--- config.mk ---
export PLATFORM = sky130hd
export DESIGN_NAME = reg_writeback_flat
export DESIGN_NICKNAME = d
export VERILOG_FILES = /design/src/rtl/reg_writeback_pkg.sv /design/src/rtl/reg_writeback_if.sv /design/src/rtl/reg_writeback.sv /design/src/flat_wrapper.sv
export SDC_FILE = /design/constraint.sdc
export NUM_CORES = 1
export LEC_CHECK = 0
export ABC_AREA = 1
export CORE_MARGIN = 2
export CORE_UTILIZATION = 45
export CTS_CLUSTER_SIZE = 14
export DETAILED_ROUTE_END_ITERATION = 8
export PLACE_DENSITY = 0.84
export SYNTH_ARGS = -nofsm -noshare
export SYNTH_HDL_FRONTEND = slang
export SYNTH_SLANG_ARGS = --single-unit
--- constraint.sdc ---
create_clock -name clk -period 3.3 [get_ports clk]
set_input_delay 0.99 -clock clk [delete_from_list [all_inputs] [get_ports clk]]
set_output_delay 0.99 -clock clk [all_outputs]
set_load 0.05 [all_outputs]
--- src/rtl/reg_writeback_pkg.sv ---
// Shared definitions for the register-file write-port sequencer.
//   NUM_REGS : number of architectural registers (r0..r15)
//   RW       : register-number width, fixed by the 16-entry register file
//   state_t  : sequencer state (CLEAR sweep after reset, RUN normal operation)
package reg_writeback_pkg;

  localparam int NUM_REGS = 16;
  localparam int RW       = 4;

  typedef enum logic {
    CLEAR = 1'b0,
    RUN   = 1'b1
  } state_t;

endpackage

--- src/rtl/reg_writeback_if.sv ---
// Core <-> write-port sequencer signal bundle.
//   master : core side (drives ALU results, load issue/return, source regs;
//            observes the register-file write port, hazard and busy)
//   slave  : sequencer side (reg_writeback)
// Signals:
//   alu_we/alu_rd/alu_res    single-cycle ALU result
//   ld_issue/ld_rd           load issued, destination register
//   ld_valid/ld_data         load data return
//   rs_a/rs_b/rs_c           source registers read this cycle
//   rf_wr/rf_adr/rf_din      register file write port
//   hazard                   source or ALU destination hits the pending load
//   busy                     core must not issue
interface reg_writeback_if #(
  parameter int DW = 32
);
  import reg_writeback_pkg::*;

  logic          alu_we;
  logic [RW-1:0] alu_rd;
  logic [DW-1:0] alu_res;
  logic          ld_issue;
  logic [RW-1:0] ld_rd;
  logic          ld_valid;
  logic [DW-1:0] ld_data;
  logic [RW-1:0] rs_a;
  logic [RW-1:0] rs_b;
  logic [RW-1:0] rs_c;
  logic          rf_wr;
  logic [RW-1:0] rf_adr;
  logic [DW-1:0] rf_din;
  logic          hazard;
  logic          busy;

  modport master (
    output alu_we, alu_rd, alu_res,
    output ld_issue, ld_rd, ld_valid, ld_data,
    output rs_a, rs_b, rs_c,
    input  rf_wr, rf_adr, rf_din, hazard, busy
  );

  modport slave (
    input  alu_we, alu_rd, alu_res,
    input  ld_issue, ld_rd, ld_valid, ld_data,
    input  rs_a, rs_b, rs_c,
    output rf_wr, rf_adr, rf_din, hazard, busy
  );

endinterface

--- src/rtl/reg_writeback.sv ---
// Write-port sequencer for the 16x32 triple-port register file.
// Owns rf_wr/rf_adr/rf_din. After reset it sweeps zeros into r0..r15, then
// merges single-cycle ALU results and one outstanding load return into the
// single write port. Load return has priority; a colliding ALU result is held
// in a one-entry skid and written on the next free cycle.
// Ports:
//   clk  core clock, rising edge
//   rst  synchronous reset, active-high
//   bus  reg_writeback_if.slave (ALU/load inputs, source regs, write port,
//        hazard, busy)
module reg_writeback
  import reg_writeback_pkg::*;
#(
  parameter int DW   = 32,
  parameter int NREG = NUM_REGS
) (
  input logic             clk,
  input logic             rst,
  reg_writeback_if.slave  bus
);

  state_t        state_q;
  state_t        state_d;
  logic [RW-1:0] cnt_q;

  logic          pend_q;
  logic [RW-1:0] ld_rd_q;

  logic          skid_v;
  logic [RW-1:0] skid_rd;
  logic [DW-1:0] skid_dat;

  logic          run;
  logic          ld_fire;
  logic          src_hit;

  assign run     = (state_q == RUN);
  // A return with no load outstanding is ignored (and flagged below).
  assign ld_fire = run & bus.ld_valid & pend_q;

  assign src_hit = (bus.rs_a == ld_rd_q) | (bus.rs_b == ld_rd_q) |
                   (bus.rs_c == ld_rd_q) | (bus.alu_we & (bus.alu_rd == ld_rd_q));

  // State register
  always_ff @(posedge clk) begin
    if (rst) state_q <= CLEAR;
    else     state_q <= state_d;
  end

  // Next-state logic
  always_comb begin
    state_d = state_q;
    case (state_q)
      CLEAR:   if (cnt_q == RW'(NREG - 1)) state_d = RUN;
      RUN:     state_d = RUN;
      default: state_d = CLEAR;
    endcase
  end

  // Sweep address counter
  always_ff @(posedge clk) begin
    if (rst)                     cnt_q <= '0;
    else if (state_q == CLEAR)   cnt_q <= cnt_q + 1'b1;
  end

  // Pending-load scoreboard. A same-cycle issue wins over the return so a
  // back-to-back load keeps the slot occupied with the new destination.
  always_ff @(posedge clk) begin
    if (rst) begin
      pend_q  <= 1'b0;
      ld_rd_q <= '0;
    end else if (run) begin
      if (bus.ld_issue) begin
        pend_q  <= 1'b1;
        ld_rd_q <= bus.ld_rd;
      end else if (ld_fire) begin
        pend_q  <= 1'b0;
      end
    end
  end

  // One-entry ALU skid. Fills when an ALU write loses to a load return;
  // drains on the next cycle without a load return. An ALU result arriving
  // during a drain replaces the entry, preserving write order.
  always_ff @(posedge clk) begin
    if (rst) begin
      skid_v   <= 1'b0;
      skid_rd  <= '0;
      skid_dat <= '0;
    end else if (run) begin
      if (ld_fire) begin
        if (bus.alu_we && !skid_v) begin
          skid_v   <= 1'b1;
          skid_rd  <= bus.alu_rd;
          skid_dat <= bus.alu_res;
        end
      end else if (skid_v) begin
        skid_v   <= bus.alu_we;
        skid_rd  <= bus.alu_rd;
        skid_dat <= bus.alu_res;
      end
    end
  end

  // Outputs: write port, busy and hazard are combinational from state+inputs
  always_comb begin
    bus.rf_wr  = 1'b0;
    bus.rf_adr = '0;
    bus.rf_din = '0;
    bus.busy   = 1'b1;
    bus.hazard = 1'b0;
    if (!rst) begin
      case (state_q)
        CLEAR: begin
          bus.rf_wr  = 1'b1;
          bus.rf_adr = cnt_q;
          bus.busy   = 1'b1;
        end
        RUN: begin
          if (ld_fire) begin
            bus.rf_wr  = 1'b1;
            bus.rf_adr = ld_rd_q;
            bus.rf_din = bus.ld_data;
          end else if (skid_v) begin
            bus.rf_wr  = 1'b1;
            bus.rf_adr = skid_rd;
            bus.rf_din = skid_dat;
          end else if (bus.alu_we) begin
            bus.rf_wr  = 1'b1;
            bus.rf_adr = bus.alu_rd;
            bus.rf_din = bus.alu_res;
          end
          bus.busy   = skid_v | (pend_q & ~bus.ld_valid);
          // The returning data lands on this edge, so no stall is needed.
          bus.hazard = pend_q & ~bus.ld_valid & src_hit;
        end
        default: ;
      endcase
    end
  end

  // Protocol checks
  a_alu_while_busy: assert property (@(posedge clk) disable iff (rst)
    (run && bus.alu_we) |-> !bus.busy);
  a_ld_while_busy: assert property (@(posedge clk) disable iff (rst)
    (run && bus.ld_issue) |-> !bus.busy);
  a_orphan_return: assert property (@(posedge clk) disable iff (rst)
    (run && bus.ld_valid) |-> pend_q);

endmodule

--- src/flat_wrapper.sv ---
// flat-port wrapper written by rule: the top's interface ports become plain ports
module reg_writeback_flat import reg_writeback_pkg::*;
#(
  parameter int DW   = 32,
  parameter int NREG = NUM_REGS
)
  (clk, rst, bus_alu_we, bus_alu_rd, bus_alu_res, bus_ld_issue, bus_ld_rd, bus_ld_valid, bus_ld_data, bus_rs_a, bus_rs_b, bus_rs_c, bus_rf_wr, bus_rf_adr, bus_rf_din, bus_hazard, bus_busy);
  reg_writeback_if #(.DW(DW)) bus_i ();
  input logic clk;
  input logic rst;
  input wire logic [$bits(bus_i.alu_we)-1:0] bus_alu_we;
  input wire logic [$bits(bus_i.alu_rd)-1:0] bus_alu_rd;
  input wire logic [$bits(bus_i.alu_res)-1:0] bus_alu_res;
  input wire logic [$bits(bus_i.ld_issue)-1:0] bus_ld_issue;
  input wire logic [$bits(bus_i.ld_rd)-1:0] bus_ld_rd;
  input wire logic [$bits(bus_i.ld_valid)-1:0] bus_ld_valid;
  input wire logic [$bits(bus_i.ld_data)-1:0] bus_ld_data;
  input wire logic [$bits(bus_i.rs_a)-1:0] bus_rs_a;
  input wire logic [$bits(bus_i.rs_b)-1:0] bus_rs_b;
  input wire logic [$bits(bus_i.rs_c)-1:0] bus_rs_c;
  output wire logic [$bits(bus_i.rf_wr)-1:0] bus_rf_wr;
  output wire logic [$bits(bus_i.rf_adr)-1:0] bus_rf_adr;
  output wire logic [$bits(bus_i.rf_din)-1:0] bus_rf_din;
  output wire logic [$bits(bus_i.hazard)-1:0] bus_hazard;
  output wire logic [$bits(bus_i.busy)-1:0] bus_busy;
  assign bus_i.alu_we = bus_alu_we;
  assign bus_i.alu_rd = bus_alu_rd;
  assign bus_i.alu_res = bus_alu_res;
  assign bus_i.ld_issue = bus_ld_issue;
  assign bus_i.ld_rd = bus_ld_rd;
  assign bus_i.ld_valid = bus_ld_valid;
  assign bus_i.ld_data = bus_ld_data;
  assign bus_i.rs_a = bus_rs_a;
  assign bus_i.rs_b = bus_rs_b;
  assign bus_i.rs_c = bus_rs_c;
  assign bus_rf_wr = bus_i.rf_wr;
  assign bus_rf_adr = bus_i.rf_adr;
  assign bus_rf_din = bus_i.rf_din;
  assign bus_hazard = bus_i.hazard;
  assign bus_busy = bus_i.busy;
  reg_writeback #(.DW(DW), .NREG(NREG)) u_core (.clk(clk), .rst(rst), .bus(bus_i));
endmodule
After elaboration in Yosys (flattened, before gate mapping) --
Index checks and enable logic that the tools add are counted.
Storage, ports and cells: register bits after elaboration 47, input bits 89, output and inout bits 39
Cells by class: $add $sub $neg 1, equal/unequal tests 6, muxes and demuxes 32, bitwise operators 11, reductions and logical operators 8
Operator list (number):
- 2-to-1 mux 32 bit | 8
- 2-to-1 mux 4 bit | 7
- equality test 4 bit | 4
- 2-to-1 mux 1 bit | 13
- one-hot mux 4 bit (2 select lines) | 1
- one-hot mux 1 bit (2 select lines) | 3
- AND reduction 2 bit | 3
- AND 1 bit | 5
- adder 4 x 1 -> 4 bit, second input constant | 1
- equality test 4 bit, second input constant | 1
- bitwise OR 1 bit | 4
- nonzero test 2 bit | 2
- AND reduction 3 bit | 1
- != test 2 bit, second input constant | 1
- inverter 1 bit | 2
- logical AND 1 bit | 1
- zero test 1 bit | 1

Logic depth before layout (Yosys ltp) --
Gate-level depths: netlist of run 1.
word-level depth 7, mapped depth 9, gate-level depth less buffers 8

Worst setup path before layout of run 1 --
OpenSTA, ideal clock, no wires.
path type input to output, from input bus_ld_valid, to output bus_rf_adr[0], data arrival time 2.494 ns, slack -0.184 ns, stages on the path 5, buffers on the path 2, path through nand3_2 -> buf_4 -> buf_2 -> a21oi_1 -> nor3_1
On the way: word-level cells in the longest chain between the ends 5
RTL lines:
- start: declaration | line flat_wrapper.sv:16 | input wire logic [$bits(bus_i.ld_valid)-1:0] bus_ld_valid;
- AND 1 bit (2 in series) | line reg_writeback.sv:39 | assign ld_fire = run & bus.ld_valid & pend_q;
- 2-to-1 mux 4 bit | line reg_writeback.sv:120 | if (ld_fire) begin
- one-hot mux 4 bit (2 select lines) | line reg_writeback.sv:113 | case (state_q)
- 2-to-1 mux 4 bit | line reg_writeback.sv:112 | if (!rst) begin
- end: declaration | line flat_wrapper.sv:22 | output wire logic [$bits(bus_i.rf_adr)-1:0] bus_rf_adr;
No other way between the ends.

Worst setup path in the final report of run 1 --
from input bus_rs_b[1], to output bus_hazard
On the way: word-level cells in the longest chain between the ends 7
RTL lines:
- start: declaration | line flat_wrapper.sv:19 | input wire logic [$bits(bus_i.rs_b)-1:0] bus_rs_b;
- equality test 4 bit | line reg_writeback.sv:41 | assign src_hit = (bus.rs_a == ld_rd_q) | (bus.rs_b == ld_rd_q) |
- bitwise OR 1 bit (2 in series) | line reg_writeback.sv:41
- bitwise OR 1 bit | line reg_writeback.sv:42 | (bus.rs_c == ld_rd_q) | (bus.alu_we & (bus.alu_rd == ld_rd_q));
- AND 1 bit | line reg_writeback.sv:135 | bus.hazard = pend_q & ~bus.ld_valid & src_hit;
- 2-to-1 mux 1 bit | line reg_writeback.sv:113
- 2-to-1 mux 1 bit | line reg_writeback.sv:112
- end: declaration | line flat_wrapper.sv:24 | output wire logic [$bits(bus_i.hazard)-1:0] bus_hazard;
No other way between the ends.

==> qor.yml, run 1 <==
global_route:
  grt_pass1_vias: 3539
  grt_use_total: 0.280
  antenna_found_initial: 0
  grt_max_degree: 40
  grt_pass1_wl_mm: 16.4
  grt_overflow_total: 0
sta:
  finClkSkew_ns: 0.0110
  timing.final.crit_period_ns: 3.23
  hold_ws_ns: 0.487
  clock.fmax_mhz: 309
  slew_headroom: 0.676
  worst_pin_slew_ns: 0.485
  fin_crit_sh: 0.979
  slew_viol_final: 0
  setup_viol: 0
  rsz0062_at_grt: "no"
  setup_slack_ns: 0.0685
  hold_viol: 0
logic_synthesis:
  yosysWarningCount: 0
  synthAdderAreaFrac: 0.00435
  async_reset_ff_frac: 0
  synth-compound-area-share: 0.256
  yosys_most_used_dff: "dfxtp_1"
  synth_top_family_by_area: "simple AND/OR/NAND/NOR gates"
  ys_seq_area_frac: 0.327
  ys_types: 24
  synth.most_common_cell: "nor2_1"
  synthTopCellsByArea: "dfxtp_1, nor2_1, nand2_1"
  synth_common_cells: "nor2_1, nand2_1, dfxtp_1, o21ai_0, o21ai_1"
  yosys.area_share.xor_xnor: 0
  yosys.area.top_type: "dfxtp_1"
  synthCells: 469
  synth_top_area_share: 0.327
  synth_edf_count: 0
  synthSimpleGateAreaFrac: 0.314
  postSynthRegisterBits: 47
  syn_area_mm2: 0.00287
  synth.avg_cell_area_um2: 6.13
  syn_nets: 559
  synth.mux.area_fraction: 0
floorplan:
  std_cell_rows: 29
  initial_core_util: 0.458
  chipWidth_um: 83.9
  die_area_mm2: 0.00704
  io_pins: 128
  die_h_um: 83.9
  core-area_mm2: 0.00628
worst_setup_path:
  crit_arrival_ns: 2.24
  reg2regPathDepth: 8
  crit_type: "in2out"
  reg2reg_slack_ns: 1.35
  crit_path_max_fanout: 2
  worstSetupEndpointType: "output pin"
  critPathLaunch: "bus_rs_b[1]"
  critPathLaunchType: "input pin"
  reg2reg_from: "u_core.run"
  required_ns: 2.31
route:
  wl_mm: 9.73
  drt_iter0_drc: 306
  antenna_left: 0
  first_pass_iters: 5
  vias: 3712
  vias_per_cell: 5.55
  drc: 0
  routedWlPerCell_um: 14.5
power_and_ir_drop:
  total_leakage_power_uw: 0.00184
  total_power_uw: 1170
  ir_worst_vdd_mv: 0.189
  powerDensity_mw_per_mm2: 232
clocking:
  path_clk_slew_ns: 0.08
  tritoncts: "done"
  clock_tree.buffer_depth: 2
  insertion_delay_ns: 0.30
  numCtsBuffers: 5
  h-tree-depth: 2
  clockRootBuffer: "clkbuf_8"
  hold_buffers: 0
  cts_sinks: 47
finish:
  drive_gt1_frac: 0.194
  final_cells: 669
  synthToLayoutAreaGrowth_pct: 75.4
  n_antenna_cell: 0
  final_nets: 681
place:
  dp_slack_ns: -0.240
  gp_congestion: 0.920
  placed_cells: 659
  port-buffer-count: 127
  dp_hpwl_mm: 6.90
worst_hold_path:
  holdCritPathClass: "reg2reg"
  hold_start: "u_core.skid_dat[7]"
  hold_path_depth: 2
job:
  max-cap-violations: 0
outcome:
  status: "completed"
-- layout by cell type (no fill, tap or decap) --
cell,synthesis,routed
clkinv_4,1,1
nand4_1,1,1
a31oi_2,0,32
clkbuf_8,0,7
clkdlybuf4s50_1,0,82
o22ai_1,1,1
nor3_2,0,1
nor2_4,0,1
nor2_1,88,84
o21ai_0,46,44
buf_12,0,42
ha_1,1,1
nand2_1,87,87
nor3_1,2,1
o21ai_1,43,45
nand2_2,1,1
nand3_1,38,38
dlymetal6s2s_1,0,4
buf_16,0,1
o31ai_1,1,1
dfxtp_1,47,47
buf_6,3,2
clkbuf_1,21,1
a21oi_1,15,15
buf_4,2,16
inv_1,25,23
nor2_2,1,4
inv_2,2,4
dlygate4sd2_1,0,2
nand3_4,1,3
-- worst max-delay path, stage by stage --
cell	delay (ns)
clkdlybuf4s50_1	0.48
inv_1	0.05
nand2_1	0.06
nand2_1	0.06
nor2_1	0.10
nand2_1	0.06
nand3_1	0.08
nor2_1	0.05
nor2_2	0.16
buf_12	0.16
-- metrics by stage --
stage | TNS, ns | utilization | instance area [um2]
floorplan | 0 | - | 3050
global placement | -3.85 | 0.768 | 4820
detailed placement | -4.78 | 0.768 | 4820
CTS | -0.00467 | 0.800 | 5020
global route | 0 | 0.803 | 5040
finish | 0 | 0.803 | 5040
-- final timing paths --
check	to
min reg2reg	u_core.skid_dat[7]
max	bus_hazard
min	u_core.skid_dat[7]
max reg2reg	u_core.skid_dat[21]
-- where the power goes --
part           leakage, uW  switching [uW]  internal [uW]
Clock            0.0000515             182            191
Sequential        0.000379            2.31            570
Combinational      0.00141            91.6            134
Total              0.00184             276            895
-- sequential cells by signal (all words and copies together), names as in the netlist --
signal / count
u_core.cnt_q: 4
u_core.ld_rd_q: 4
u_core.run: 1
u_core.skid_rd: 4
u_core.skid_dat: 32
u_core.skid_v: 1
u_core.pend_q: 1
-- cell type report --
cell class                      instances  area (um2)
Fill cell                             402        1230
Sequential cell                        47         941
Tap cell                               77        96.3
Inverter                               28         110
Clock buffer                            8         100
Multi-Input combinational cell        360        1900
Timing Repair Buffer                  149        1900
-- cell families (layout without fill, tap and decap cells) --
| group | Yosys count | count (layout) |
|---|---|---|
| simple gates | 220 | 221 |
| buf+inv | 63 | 185 |
| compound gates | 138 | 138 |
| flops | 47 | 47 |
| fa+ha+maj | 1 | 1 |
-- routing by layer --
layer	GRT usage	wire (um)	vias to the layer above
li1	-	-	1823
met1	0.348	3970	1722
met2	0.489	4930	152
met3	0.0504	664	15
met4	0.0865	159	0
met5	0	0	-
-- what timing repair did --
item	in CTS	in global routing
pin swaps	2	7
resized for setup	17	10
buffers inserted	0	0
setup endpoints to repair	38	37
cloned	2	0
Note: power is estimated with default switching activity, not from simulation.
==> inputs of run 2 (changes only) <==
CAP_MARGIN = 30   (was unset)
PLACE_DENSITY = unset   (was 0.84)
PLACE_DENSITY_LB_ADDON = 0.08   (was unset)
==> run 2 against run 1 <==
Effect of this change: sequential share of layout area shrank 0.30 points; clock skew shrank 0.0023 ns; die area is the same; worst hold slack gained 0.0048 ns; first-iteration DRC count shrank 28%.
==> qor.yml, run 2 (synthesis results as in run 1) <==
outcome:
  status: "completed"  # unchanged
sta:
  slew_viol_final: 0  # unchanged
  fin_crit_sh: 0.976  # was 0.979
  hold_ws_ns: 0.492  # was 0.487 ns
  finClkSkew_ns: 0.00868  # was 0.0110 ns
  worst_pin_slew_ns: 0.426  # was 0.485 ns
  clock.fmax_mhz: 311  # was 309 MHz
  setup_viol: 0  # unchanged
  slew_headroom: 0.716  # was 0.676
  hold_viol: 0  # unchanged
  timing.final.crit_period_ns: 3.22  # was 3.23 ns
worst_hold_path:
  hold_start: "u_core.skid_dat[11]"  # was u_core.skid_dat[7]
  holdCritPathClass: "reg2reg"  # unchanged
power_and_ir_drop:
  total_power_uw: 1210  # was 1170 uW
  ir_worst_vdd_mv: 0.273  # was 0.189 mV
  total_leakage_power_uw: 0.00194  # was 0.00184 uW
  powerDensity_mw_per_mm2: 236  # was 232 mW/mm2
finish:
  largest_register: "u_core.skid_dat"  # unchanged
  final_core_util: 0.816  # was 0.803
  synthToLayoutAreaGrowth_pct: 78.3  # was 75.4%
  layout_common_cells: "nand2_1, nor2_1, clkdlybuf4s50_1"  # unchanged
  drive_gt1_frac: 0.195  # was 0.194
  final_nets: 684  # was 681
  seqCellArea_um2: 941  # unchanged
  largest_reg_flops: 32  # unchanged
  final_cells: 671  # was 669
  final_common_cell: "nand2_1"  # unchanged
  nFillCells: 412  # was 402
  n_antenna_cell: 0  # unchanged
  multi_input_comb_area_mm2: 0.00187  # was 0.00190 mm2
global_route:
  grt_max_degree: 40  # unchanged
  grtUsageMet2: 0.503  # was 0.489
  grt_util_met1: 0.372  # was 0.348
  grt_pass1_wl_mm: 17.0  # was 16.4 mm
  antenna_found_initial: 0  # unchanged
  grt_use_total: 0.292  # was 0.280
  grt_overflow_total: 0  # unchanged
  grt_pass1_vias: 3608  # was 3539
  grtUsageMet3: 0.0485  # was 0.0504
  grt-busiest-layer: "met2"  # unchanged
floorplan:
  chipWidth_um: 83.9  # unchanged
  core-area_mm2: 0.00628  # unchanged
  die_area_mm2: 0.00704  # unchanged
  std_cell_rows: 29  # unchanged
  initial_core_util: 0.458  # unchanged
  die_h_um: 83.9  # unchanged
  io_pins: 128  # unchanged
place:
  dp_hpwl_mm: 6.89  # was 6.90 mm
  placed_cells: 659  # unchanged
  port-buffer-count: 127  # unchanged
  gp_congestion: 0.867  # was 0.920
route:
  antenna_left: 0  # unchanged
  drt_iter0_drc: 221  # was 306
  first_pass_iters: 5  # unchanged
  routedWlPerCell_um: 15.4  # was 14.5 um
  wl_mm: 10.3  # was 9.73 mm
  vias: 3758  # was 3712
  drc: 0  # unchanged
  vias_per_cell: 5.60  # was 5.55
clocking:
  insertion_delay_ns: 0.30  # about the same
  clock_tree.buffer_depth: 2  # unchanged
  clockRootBuffer: "clkbuf_8"  # unchanged
  tritoncts: "done"  # unchanged
  h-tree-depth: 2  # unchanged
  cts_sinks: 47  # unchanged
  numCtsBuffers: 5  # unchanged
  path_clk_slew_ns: 0.09  # was 0.08 ns
  hold_buffers: 0  # unchanged
worst_setup_path:
  critPathLaunchType: "input pin"  # unchanged
  crit_arrival_ns: 2.23  # was 2.24 ns
  reg2reg_from: "u_core.pend_q"  # was u_core.run
  crit_type: "in2out"  # unchanged
  crit_path_max_fanout: 3  # was 2
  required_ns: 2.31  # about the same
  critPathLaunch: "bus_alu_rd[1]"  # was bus_rs_b[1]
  worstSetupEndpointType: "output pin"  # unchanged
job:
  max-cap-violations: 0  # unchanged
## run 2: cell types whose count changed in the layout (fill, tap and decap cells not counted), sizes merged, moves of 3 or more
cell           previous run  this run
dlymetal6s2s              4         9
clkdlybuf4s50            82        76
clkbuf                    8         5
bufbuf                    0         3
## run 2: per-layer routing
layer	routed length (um)	vias up
met2	5220	149
met1	4230	1759
met4	187	0
met5	0	-
met3	690	19
li1	-	1831
## run 2: cell type report
cell class / instances / area share
clock buffers: 5 / 0.0134
multi-input cells: 359 / 0.365
repair buffers: 153 / 0.391
well taps: 77 / 0.0188
clock inverters: 2 / 0.00732
flip-flops and latches: 47 / 0.184
inverters: 28 / 0.0215
## run 2: timing repair
item	CTS	global route
setup endpoints to repair	38	8
buffers inserted	2	0
gates cloned	3	0
pin swaps	2	7
endpoints found under the hold margin	0	0
gates resized for setup	14	14
## run 2: final timing paths
kind | slack [ns] | depth (start not counted) | to
setup reg to reg | 1.29 | 8 | u_core.skid_dat[18]
hold reg to reg | 0.49 | 2 | u_core.skid_dat[11]
hold / removal | 0.49 | 2 | u_core.skid_dat[11]
setup / recovery | 0.08 | 8 | bus_hazard
## run 2: worst max-delay path: stages
cell and delay, ns:
clkdlybuf4s50_1 0.50, o21ai_0 0.10, inv_1 0.06, nand3_1 0.06, nor2_1 0.13, nor2_1 0.07
nor2_2 0.15, buf_12 0.15
## run 2: through the flow
stage,area (um2),TNS (ns),setup WS [ns]
after global routing,5120,-0.00641,-0.00641
final,5120,0,0.0800
after detailed placement,4830,-2.88,-0.125
after floorplan,3050,0,0.00509
after global placement,4830,-1.55,-0.0861
after CTS,5090,0,0.00861
## run 2: power breakdown
part	internal (uW)	switching (uW)
Combinational	132	90.7
Sequential	570	2.76
Clock	222	193
==> inputs of run 3 (changes only) <==
CORE_ASPECT_RATIO = 1.1   (was unset)
CORE_UTILIZATION = 42   (was 45)
clock period = 3.7 ns   (was 3.3 ns; I/O delays follow)
==> run 3 against run 2 <==
Effect of this change: via count shrank 5.5%; first-iteration DRC count shrank 5.4%; die area grew 6.8%; sequential share of layout area up 2.3 points; routed wire length is 9.9% lower; power decreased by 9.6%; combinational power shrank 13%; highest routed layer unchanged.
==> qor.yml, run 3 (synthesis results as in run 1) <==
power_and_ir_drop:
  total_leakage_power_uw: 0.00171  # was 0.00194 uW
  ir_worst_vdd_mv: 0.164  # was 0.273 mV
  powerDensity_mw_per_mm2: 240  # was 236 mW/mm2
worst_setup_path:
  slowest_delay_ns: 0.57  # was 0.50 ns
  crit_path_max_fanout: 17  # was 3
  path_delay_family: "buffers and inverters"  # unchanged
  crit_arrival_ns: 2.56  # was 2.23 ns
  crit_buf_inv: 3  # unchanged
  critPathLaunchType: "input pin"  # unchanged
  crit_type: "in2out"  # unchanged
  path_cells: "clkdlybuf4s50_1 > buf_4 > nand3_1 > a31oi_2 > buf_12"  # was clkdlybuf4s50_1 > o21ai_0 > inv_1 > nand3_1 > nor2_1 > nor2_1 > nor2_2 > buf_12
  required_ns: 2.59  # was 2.31 ns
  worstSetupEndpointType: "output pin"  # unchanged
  slowest_stage: "clkdlybuf4s50_1"  # unchanged
clocking:
  hold_buffers: 0  # unchanged
  clockRootBuffer: "clkbuf_8"  # unchanged
  insertion_delay_ns: 0.30  # about the same
  cts_sinks: 47  # unchanged
  numCtsBuffers: 5  # unchanged
  postCtsSetupBuffers: 0  # was 2
  path_clk_slew_ns: 0.08  # was 0.09 ns
  cts.repair.resized: 2  # was 14
  tritoncts: "done"  # unchanged
  h-tree-depth: 2  # unchanged
  clock_tree.buffer_depth: 2  # unchanged
route:
  antenna_left: 0  # unchanged
  drc: 0  # unchanged
  vias_per_cell: 5.33  # was 5.60
  wl_mm: 9.31  # was 10.3 mm
  drt_iter0_drc: 209  # was 221
  vias: 3551  # was 3758
  routedWlPerCell_um: 14.0  # was 15.4 um
  first_pass_iters: 5  # unchanged
sta:
  rsz0062_at_grt: "yes"
  fin_crit_sh: 0.992
  timing.final.crit_period_ns: 3.67
  worst_pin_slew_ns: 0.633  # was 0.426 ns
  tns_ns: 0  # unchanged
  slew_headroom: 0.578  # was 0.716
  setup_viol: 0  # unchanged
  setup_slack_ns: 0.0312  # was 0.0800 ns
  clock.fmax_mhz: 273
  slew_viol_final: 0  # unchanged
  finClkSkew_ns: 0.00417  # was 0.00868 ns
  hold_viol: 0  # unchanged
place:
  port-buffer-count: 127  # unchanged
  gp_congestion: 0.860  # was 0.867
  dp_slack_ns: 0.000586  # was -0.125 ns
  dp_hpwl_mm: 6.37  # was 6.89 mm
finish:
  multi_input_comb_area_mm2: 0.00174  # was 0.00187 mm2
  largest_reg_flops: 32  # unchanged
  layout_common_cells: "nand2_1, clkdlybuf4s50_1, nor2_1"  # was nand2_1, nor2_1, clkdlybuf4s50_1
  n_antenna_cell: 0  # unchanged
  drive_gt1_frac: 0.144  # was 0.195
  seqCellArea_um2: 941  # unchanged
  synthToLayoutAreaGrowth_pct: 58.6  # was 78.3%
  final_nets: 673  # was 684
  nFillCells: 603  # was 412
  largest_register: "u_core.skid_dat"  # unchanged
global_route:
  grt_pass1_wl_mm: 15.3  # was 17.0 mm
  grt_max_degree: 67  # was 40
  grt_pass1_vias: 3245  # was 3608
  antenna_found_initial: 0  # unchanged
  grt_overflow_total: 0  # unchanged
  grt_use_total: 0.239  # was 0.292
floorplan:
  initial_core_util: 0.436  # was 0.458
  die_area_mm2: 0.00752  # was 0.00704 mm2
  die_h_um: 90.8  # was 83.9 um
  chipWidth_um: 82.9  # was 83.9 um
  core-area_mm2: 0.00659  # was 0.00628 mm2
  std_cell_rows: 31  # was 29
  io_pins: 128  # unchanged
job:
  max-cap-violations: 0  # unchanged
worst_hold_path:
  holdCritPathClass: "reg2reg"  # unchanged
outcome:
  status: "completed"  # unchanged
==> run 3: cell count changes in the layout (fill, tap and decap cells not counted), moves of 2 or more <==
cell and delta:
a31oi_1 +20, buf_4 +17, buf_6 -2, clkdlybuf4s50_1 +11, dlymetal6s2s_1 -8, buf_12 -23
dlygate4sd2_1 -3, a31oi_2 -20, bufbuf_16 -3
==> run 3: final cells by class <==
cell class | instances | area share
sequential | 47 | 0.206
clock buffer | 6 | 0.0181
tap | 82 | 0.0225
timing repair buffer | 142 | 0.339
multi-input combinational | 359 | 0.382
clock inverter | 2 | 0.00768
inverter | 28 | 0.0241
==> run 3: power breakdown <==
part           switching, uW  total [uW]  internal, uW
Combinational           76.1         193           117
Sequential              2.16         510           508
Clock                    172         390           219
==> run 3: worst paths after layout <==
path                                        start                  end  slack, ns  depth (start not counted)
worst min-delay path            u_core.skid_rd[2]    u_core.skid_rd[2]       0.49                          2
worst min register to register  u_core.skid_rd[2]    u_core.skid_rd[2]       0.49                          2
worst max-delay path                   bus_alu_we       bus_rf_din[18]       0.03                          5
worst max register to register      u_core.skid_v  u_core.skid_dat[18]       1.59                          7
==> run 3: worst min-delay path, stage by stage (launching register included) <==
cell,delay [ns]
dfxtp_1,0.33
nor2_1,0.05
nor2_1,0.08
==> run 3: through the flow <==
stage                     cell area [um2]  hold WS [ns]  total power (uW)  cells  utilization
after global placement               4350         0.462               709    658        0.659
after CTS                            4480         0.491              1100    666        0.679
final                                4560         0.487              1090    666        0.691
after floorplan                      2880         0.439               583    469            -
after global routing                 4560         0.513              1140    666        0.691
after detailed placement             4350         0.471               711    658        0.659
==> run 3: layer usage <==
metal / vias to the layer above / track usage / wire (um) / share of wire
met5: - / 0 / 0 / 0
met4: 0 / 0.0710 / 167 / 0.018
met3: 16 / 0.0494 / 529 / 0.057
met2: 114 / 0.417 / 4650 / 0.50
met1: 1618 / 0.295 / 3960 / 0.43
li1: 1803 / - / - / -
